File: src/rtl/bus_arbiter_rr_pkg.sv
// Shared bus-arbiter definitions: master count, owner index type, FSM states
// and the active-low enable levels used on the request/grant lines.
package bus_arbiter_rr_pkg;

  localparam int BUS_MASTER_CH = 4;

  typedef logic [1:0]               busOwner_t;
  typedef logic [BUS_MASTER_CH-1:0] busVec_t;

  typedef enum logic [1:0] {
    ARB_IDLE   = 2'd0,
    ARB_OWNED  = 2'd1,
    ARB_REVOKE = 2'd2
  } arbState_t;

  localparam logic    ENABLE_   = 1'b0;
  localparam logic    DISABLE_  = 1'b1;
  localparam busVec_t GRNT_NONE = '1;

  // Active-low grant vector with only the given master's bit pulled low.
  function automatic busVec_t grantFor(input busOwner_t idx);
    return ~(busVec_t'(1) << idx);
  endfunction

endpackage

File: src/rtl/bus_arbiter_rr_pick.sv
// Combinational round-robin picker: first eligible requester searching upward
// from lastOwner+1 with wrap, so lastOwner itself is considered last.
module rr_pick
  import bus_arbiter_rr_pkg::*;
(
  input  busVec_t   i_req,
  input  busOwner_t i_lastOwner,
  input  busVec_t   i_exclude,
  output logic      o_valid,
  output busOwner_t o_index
);

  busVec_t   w_eligible;
  busOwner_t w_cand;

  assign w_eligible = i_req & ~i_exclude;

  always_comb begin
    o_valid = 1'b0;
    o_index = i_lastOwner;
    w_cand  = i_lastOwner;
    for (int k = 1; k <= BUS_MASTER_CH; k++) begin
      w_cand = i_lastOwner + busOwner_t'(k);
      if (!o_valid && w_eligible[w_cand]) begin
        o_valid = 1'b1;
        o_index = w_cand;
      end
    end
  end

endmodule

File: src/rtl/bus_arbiter_rr.sv
// Round-robin system-bus arbiter for four masters with exclusive, held grants
// and a hold-limit timer that revokes an owner starving other requesters.
module bus_arbiter_rr
  import bus_arbiter_rr_pkg::*;
#(
  parameter int unsigned MAX_HOLD   = 64,
  parameter int unsigned HOLD_CNT_W = 7
) (
  input  logic       clk,
  input  logic       reset,
  input  logic [3:0] m_req_,
  output logic [3:0] m_grnt_,
  output logic [1:0] owner,
  output logic       bus_busy,
  output logic       hold_timeout
);

  localparam bit                    HOLD_EN   = (MAX_HOLD != 0);
  localparam logic [HOLD_CNT_W-1:0] HOLD_MAX  = HOLD_CNT_W'(MAX_HOLD);
  localparam logic [HOLD_CNT_W-1:0] HOLD_LAST = HOLD_EN ? HOLD_CNT_W'(MAX_HOLD - 1) : '0;

  arbState_t             r_state, w_nextState;
  busVec_t               r_grnt, w_nextGrnt;
  busOwner_t             r_owner, w_nextOwner;
  busOwner_t             r_lastOwner, w_nextLast;
  logic [HOLD_CNT_W-1:0] r_holdCnt, w_nextCnt;
  logic                  r_busy;
  logic                  r_timeout, w_nextTimeout;

  busVec_t   w_req;
  busOwner_t w_pickFrom;
  busVec_t   w_pickExclude;
  logic      w_pickValid;
  busOwner_t w_pickIdx;
  logic      w_ownerReleased;

  assign w_req           = ~m_req_;
  assign w_ownerReleased = (m_req_[r_owner] == DISABLE_);

  // While owned, search from the owner and ignore it, so pickValid also means "someone else waits".
  assign w_pickFrom    = (r_state == ARB_OWNED) ? r_owner : r_lastOwner;
  assign w_pickExclude = (r_state == ARB_OWNED) ? ~grantFor(r_owner) : '0;

  rr_pick u_pick (
    .i_req       (w_req),
    .i_lastOwner (w_pickFrom),
    .i_exclude   (w_pickExclude),
    .o_valid     (w_pickValid),
    .o_index     (w_pickIdx)
  );

  always_ff @(posedge clk or posedge reset) begin
    if (reset) begin
      r_state     <= ARB_IDLE;
      r_grnt      <= GRNT_NONE;
      r_owner     <= '0;
      r_lastOwner <= busOwner_t'(BUS_MASTER_CH - 1);
      r_holdCnt   <= '0;
      r_busy      <= 1'b0;
      r_timeout   <= 1'b0;
    end else begin
      r_state     <= w_nextState;
      r_grnt      <= w_nextGrnt;
      r_owner     <= w_nextOwner;
      r_lastOwner <= w_nextLast;
      r_holdCnt   <= w_nextCnt;
      r_busy      <= (w_nextGrnt != GRNT_NONE);
      r_timeout   <= w_nextTimeout;
    end
  end

  // A saturated counter still revokes as soon as a second requester appears.
  always_comb begin
    w_nextState   = r_state;
    w_nextGrnt    = r_grnt;
    w_nextOwner   = r_owner;
    w_nextLast    = r_lastOwner;
    w_nextCnt     = r_holdCnt;
    w_nextTimeout = 1'b0;
    case (r_state)
      ARB_IDLE, ARB_REVOKE: begin
        w_nextGrnt  = GRNT_NONE;
        w_nextState = ARB_IDLE;
        if (w_pickValid) begin
          w_nextGrnt  = grantFor(w_pickIdx);
          w_nextOwner = w_pickIdx;
          w_nextCnt   = '0;
          w_nextState = ARB_OWNED;
        end
      end
      ARB_OWNED: begin
        if (w_ownerReleased) begin
          w_nextLast = r_owner;
          if (w_pickValid) begin
            w_nextGrnt  = grantFor(w_pickIdx);
            w_nextOwner = w_pickIdx;
            w_nextCnt   = '0;
          end else begin
            w_nextGrnt  = GRNT_NONE;
            w_nextState = ARB_IDLE;
          end
        end else if (HOLD_EN && (r_holdCnt >= HOLD_LAST) && w_pickValid) begin
          w_nextGrnt    = GRNT_NONE;
          w_nextTimeout = 1'b1;
          w_nextLast    = r_owner;
          w_nextState   = ARB_REVOKE;
        end else if (r_holdCnt < HOLD_MAX) begin
          w_nextCnt = r_holdCnt + 1'b1;
        end
      end
      default: begin
        w_nextGrnt  = GRNT_NONE;
        w_nextState = ARB_IDLE;
      end
    endcase
  end

  assign m_grnt_      = r_grnt;
  assign owner        = r_owner;
  assign bus_busy     = r_busy;
  assign hold_timeout = r_timeout;

endmodule

File: config.mk
export PLATFORM = sky130hd
export DESIGN_NAME = bus_arbiter_rr
export DESIGN_NICKNAME = d
export VERILOG_FILES = /design/src/rtl/bus_arbiter_rr_pkg.sv /design/src/rtl/bus_arbiter_rr_pick.sv /design/src/rtl/bus_arbiter_rr.sv
export SDC_FILE = /design/constraint.sdc
export NUM_CORES = 1
export LEC_CHECK = 0
export ABC_AREA = 1
export CORE_MARGIN = 2
export CORE_UTILIZATION = 24
export DETAILED_ROUTE_END_ITERATION = 12
export GPL_TIMING_DRIVEN = 0
export HOLD_SLACK_MARGIN = 0.15
export PLACE_DENSITY = 0.52
export SYNTH_ARGS = -nofsm -noshare
export SYNTH_HDL_FRONTEND = slang
export SYNTH_SLANG_ARGS = --single-unit
export TNS_END_PERCENT = 10
File: constraint.sdc
create_clock -name clk -period 2 [get_ports clk]
set_input_delay 0.4 -clock clk [delete_from_list [all_inputs] [get_ports clk]]
set_output_delay 0.4 -clock clk [all_outputs]
set_load 0.02 [all_outputs]
[Yosys cells after proc, flatten, opt, wreduce, memory -nomap -nowiden]
Index checks and enable logic that the tools add are counted.
Storage, ports and cells
  logic and storage cells: 91
  register bits after elaboration: 19
  input bits: 6
  output and inout port bits: 8
Operators by class
  reductions and logical operators: 15
  bitwise operators: 6
  magnitude comparators: 7
  shifts and indexed selects: 2
  mux-type cells: 42
  eq/ne operators: 8
  add/sub/neg operators: 4
Operators by type and width (count)
  7-bit two-way mux: 4
  2-bit two-way mux: 12
  4-bit inverter: 5
  4-bit two-way mux: 4
  2-bit by 3-bit < comparator with 1-bit output (second input constant): 5
  7-bit one-hot mux with 2 select lines: 1
  1-bit two-way mux: 13
  1-bit binary-select mux with 2-bit select: 5
  2-bit one-hot mux with 2 select lines: 2
  4-bit one-hot mux with 2 select lines: 1
  1-bit by 2-bit << shifter with 4-bit output (first input constant): 2
  7-bit by 1-bit adder with 7-bit output (second input constant): 1
  7-bit by 6-bit >= comparator with 1-bit output (second input constant): 1
  7-bit < comparator (second input constant): 1
  3-bit by 2-bit != test with 1-bit output (second input constant): 2
  3-bit != test (second input constant): 2
  2-bit AND reduction: 3
  2-bit adder (second input constant): 2
  4-bit bitwise AND: 1
  1-bit logical AND: 4
  4-bit != test (second input constant): 1
  2-bit nonzero test: 2
  1-bit zero test: 3
  3-bit AND reduction: 1
  other kinds (6): 6

[Logic depth before layout (Yosys ltp)]
  depth after elaboration: 24
  gate-level depth with buffers: 21
  mapped depth without buffers: 20

[Hierarchy]
A second synthesis with hierarchy kept.
Second synthesis, totals
  cell total of the unflattened synthesis: 245
  area, all modules: 1587.8 um^2
Modules (own cells, without submodules)
  bus_arbiter_rr: cells an instance 196, sequential area each 483.0 um^2, area an instance 1312.5 um^2, instances 1
  rr_pick: cells an instance 49, sequential area each 0.0 um^2, area an instance 275.3 um^2, instances 1

[Worst setup path before layout]
OpenSTA, ideal clock, no wires.
  kind: reg2reg
  start point: register r_owner[1], in the netlist owner[1]
  end point: register r_busy, in the netlist bus_busy
  data arrival time: 1.825 ns
  setup time: 0.119 ns
  stages on the path, launching flop included: 20
  slack: 0.056 ns
  data required time: 1.881 ns
  period minus slack after synthesis: 1.944 ns
  path buffers: 0
  path through: dfrtp_1 inv_1 nor2_1 nand2_1 nand2_1 nand2_1 nand2_1 nand2_2 nand2_4 nand3_1 nand2_1 nand2_1 nand2_2 nor2_1 nand2_1 nand2_1 nand2_1 nand2_1 nor2_1 nand2_1
Between the ends
  word-level cells in the longest chain between the ends: 24
  elaborated cells on any way between the ends: 42
  those cells by class: add/sub (3); eq/ne (1); shift (2); mux (24); bitwise (5); reduce/logical (7)
Ends and longest elaborated chain
  from (decl): line bus_arbiter_rr.sv:24  | busOwner_t r_owner, w_nextOwner;
  from (signal assigned): line bus_arbiter_rr.sv:64  | r_owner <= w_nextOwner;
  1-bit by 2-bit << shifter with 4-bit output: line bus_arbiter_rr_pkg.sv:22  | return ~(busVec_t'(1) << idx);
  4-bit inverter: line bus_arbiter_rr_pkg.sv:22
  4-bit inverter: line bus_arbiter_rr.sv:42  | assign w_pickExclude = (r_state == ARB_OWNED) ? ~grantFor(r_owner) : '0;
  4-bit two-way mux: line bus_arbiter_rr.sv:42
  4-bit inverter: line bus_arbiter_rr_pick.sv:16  | assign w_eligible = i_req & ~i_exclude;
  4-bit bitwise AND: line bus_arbiter_rr_pick.sv:16
  1-bit binary-select mux with 2-bit select: line bus_arbiter_rr_pick.sv:24  | if (!o_valid && w_eligible[w_cand]) begin
  1-bit two-way mux (not written as such): line bus_arbiter_rr_pick.sv:24
  (+8 left out)
  1-bit logical AND: line bus_arbiter_rr_pick.sv:24
  2-bit two-way mux: line bus_arbiter_rr_pick.sv:24
  1-bit by 2-bit << shifter with 4-bit output: line bus_arbiter_rr_pkg.sv:22
  4-bit inverter: line bus_arbiter_rr_pkg.sv:22
  4-bit two-way mux: line bus_arbiter_rr.sv:84, bus_arbiter_rr.sv:94
  4-bit two-way mux: line bus_arbiter_rr.sv:92  | if (w_ownerReleased) begin
  4-bit one-hot mux with 2 select lines *: line bus_arbiter_rr.sv:80  | case (r_state)
  4-bit != test *: line bus_arbiter_rr.sv:67  | r_busy <= (w_nextGrnt != GRNT_NONE);
  to (signal assigned): line bus_arbiter_rr.sv:67
  to (decl): line bus_arbiter_rr.sv:27  | logic r_busy;
Every way passes the cells marked *; elsewhere a longest branch is shown, timed or not. The select of a mux whose other input is x is not followed.
A chain may end at the register's enable or synchronous reset.

[Worst setup path in the final report]
  start point: register r_state[1]
  end point: register r_busy, in the netlist bus_busy
Between the ends
  word-level cells in the longest chain between the ends: 22
  elaborated cells on any way between the ends: 41
  those cells by class: add/sub (3); eq/ne (3); shift (1); mux (22); bitwise (3); reduce/logical (9)
Ends and longest elaborated chain
  from (decl): line bus_arbiter_rr.sv:22  | arbState_t r_state, w_nextState;
  from (signal assigned): line bus_arbiter_rr.sv:62  | r_state <= w_nextState;
  parallel branches: the longest is 20 deep, another holds 2-bit by 1-bit adder with 2-bit output
  4-bit one-hot mux with 2 select lines *: line bus_arbiter_rr.sv:80
  4-bit != test *: line bus_arbiter_rr.sv:67
Every way passes the cells marked *. The select of a mux whose other input is x is not followed.

==> impl_results.md <==
* Worst-Margin Slew at around 0.73 ns
* CP Launch Type: flop
* RSZ-0062 raised after global routing: yes
* Seq/Total Area, Yosys at between 30 and 40%
* Final Slew Violations at 0
* Root buf cell: clkbuf_8
* Main synth FF type: dfrtp_1
* Synth Area in Simple Gates at a little under half
* TritonRoute pass-1 iters at 4
* Setup TNS at -0.715 ns
* Synth unique cells at 27
* Leakage at 0.000948 uW
* Post-synth EDFFs at 0
* Hold Path Class: reg2reg
* Die area at 6600 um2
* Syn Std Cell Area at 1430 um2
* Synthesized Nets at 209
* Hold slack at between 0.5 and 0.6 ns
* Max Fanout on Critical Path at 5
* Placed wire-length estimate at around 2300 um
* Post-synthesis async set-or-reset flop share at 100%
* Setup violators final at 12
* First-pass GRT wire length at roughly 6000 um
* Ranking of synthesized cells by area: dfrtp_1, nand2_1, dfstp_2
* CTS Buffer Depth at 2
* Final wirelength at between 3000 and 4000 um
* Crit share post-route at 106%
* Starting Density at approximately a quarter
* DRC viols at 0
* Yosys top cell area share at a little under a quarter
* Worst EP arrival at 2.30 ns
* Top Ports at 14
* Drt wl/cell at 11.1 um
* Vias/cell at ~4.4
* #FFs+latches synth at 19
* Total CTS buffers at 3
* Core ar. at between 5000 and 6000 um2
* Largest net degree at the start of global routing at 20
* CTS tree: done
* Via Count at between 1,000 and 1,500
* CP required at ~2.2 ns
* Die X at between 80 and 90 um
* Share of layout cells above drive strength 1 at between 30% and 40%
* Max frequency at 474 MHz
* Post-synthesis xor/xnor area fraction at about 2.4%
* Hold Buf Count CTS at 0
* Post-synth top cells: nand2_1, inv_1, nand3_1
* Dpl ws at -0.295 ns
* Failing checks: negative setup slack
* GP Congestion at ~0.75
* Critical path class: reg2reg
* Area fraction in compound gates after synthesis at just over 8%
* GRT Overall Usage at a little under an eighth
* Min Tclk post-route at between 2 and 2.5 ns
* Synth Area per Inst at about 7.1 um2
* Antenna violation net count after detailed routing at 0
* I/O Buffers at 13
* Status: finished, violations left
* Max cap viols at 0
* Reg2Reg Depth at 17
* CP endpoint kind: flop
* Cells on Worst Hold Path at 2
* Number of clock sinks at 19
* Max VDD drop at roughly 0.65 mV
* Area growth syn-to-layout at 38.5%
* Synthesis Warnings at 0
* Worst skew pair latency at 0.25 ns
* Final hold violation count at 0
* Vias in the first global route at around 1,300
* Core Rows at 28
* Nets at 244
* Post-synthesis adder-cell area fraction at 0.874%
* Cell count after synthesis at about 200
* Antenna Cells at 0
* Initial antenna violation count at 0
* Top-count cell post-synth: nand2_1
* Crit path setup slack, layout at -0.111 ns
* Clock transition at path regs at ~0.080 ns
* Total Power at about 3800 uW
* PwrDens at around 1900 nW/um2
* Die Ht at between 80 and 90 um
* Skew final at about 0.007 ns
* # H-tree levels at 1
* Grt ovf at 0
* DRT iter0 DRCs at 63
* Mux contribution to synthesized area at less than 1%
* Slew margin rel. at roughly half
* Yosys top cell by area: dfrtp_1
* Largest family of logic cells by synthesized area: simple AND/OR/NAND/NOR gates
-- per-layer routing --
| metal | track usage (%) | wire length, um | part of all wire [%] |
|---|---|---|---|
| met5 | 0 | 0 | 0 |
| met4 | 2.54 | 10 | 0.29 |
| met3 | 1.00 | 50 | 1.4 |
| met2 | 20.5 | 1760 | 51 |
| met1 | 14.9 | 1630 | 47 |
-- kinds of logic after synthesis --
logic type	count (synthesis)
compound gates	22
xor+xnor	4
fa+ha+maj	1
buf+inv	24
flops	19
mux	1
simple gates	131
-- cell type report --
type / count / area, um2
Multi-Input combinational cell: 160 / 982
Clock inverter: 1 / 5.00
Sequential cell: 19 / 487
Fill cell: 635 / 3870
Tap cell: 75 / 93.8
Clock buffer: 3 / 41.3
Buffer: 1 / 11.3
Inverter: 23 / 98.8
Timing Repair Buffer: 29 / 263
-- stage by stage --
step	util (%)	std cells	instance area, um2
3_3_place_gp	28.3	290	1660
2_1_floorplan	-	202	1430
3_5_place_dp	28.3	290	1660
6_report	33.9	311	1980
5_1_grt	33.9	311	1980
4_1_cts	32.0	307	1870
-- placed cells by master, fill, tap and decap left out, types with 2 or more instances in the layout --
cell type / count
nor2_2: 3
dfrtp_1: 10
nand2_4: 9
dfstp_2: 6
nand3_2: 4
o21ai_0: 9
dfrtp_2: 3
o21ai_1: 5
or2_0: 4
clkdlybuf4s50_1: 13
xnor2_1: 2
o21ai_2: 2
nand2_1: 43
inv_1: 18
nand3_1: 15
a22oi_1: 2
a21oi_1: 2
nor2_1: 12
buf_4: 15
nand2_2: 35
inv_2: 3
clkbuf_8: 3
nand2_8: 2
xor2_1: 2
-- registers in the layout, summed over array words and instances, names as in the netlist --
| register | count |
|---|---|
| r_state | 2 |
| bus_busy | 1 |
| owner | 2 |
| r_lastOwner | 2 |
| r_holdCnt | 7 |
| m_grnt_ | 4 |
| hold_timeout | 1 |
-- worst max-delay path, cell delays in order, from the launching register on --
cell	delay, ns
dfrtp_2	0.45
buf_12	0.14
nor2_8	0.15
nand2_2	0.07
nand2_2	0.07
nand2_1	0.06
nand2_2	0.09
nand2_2	0.08
nand2_4	0.10
nand4_4	0.16
nand2_4	0.13
nand2_4	0.07
or2_0	0.21
nand2_1	0.07
nand2_2	0.05
nand2_2	0.07
nor2_1	0.05
nand2_1	0.05
-- final timing paths --
kind | from | slack [ns] | to
max | r_state[1] | -0.11 | bus_busy
min | r_lastOwner[1] | 0.52 | r_lastOwner[1]
max reg2reg | r_state[1] | -0.11 | bus_busy
min reg2reg | r_lastOwner[1] | 0.52 | r_lastOwner[1]
max in group asynchronous | reset | 0.93 | owner[0]
min in group asynchronous | reset | 0.56 | r_holdCnt[2]
-- power breakdown --
part | switching, uW | internal (uW) | total [uW] | leakage, uW
registers | 107 | 556 | 664 | 0.000226
logic | 1760 | 1130 | 2900 | 0.000696
clock network | 126 | 138 | 265 | 0.0000255
-- repair_timing --
action                                 4_1_cts  5_1_grt
endpoints found under the hold margin        0        0
resized for setup                           21       31
pin swaps                                   15       22
setup buffers                               12        4
cloned                                       1        0
setup endpoints to repair                   12       16
(Power assumes the default switching activity.)
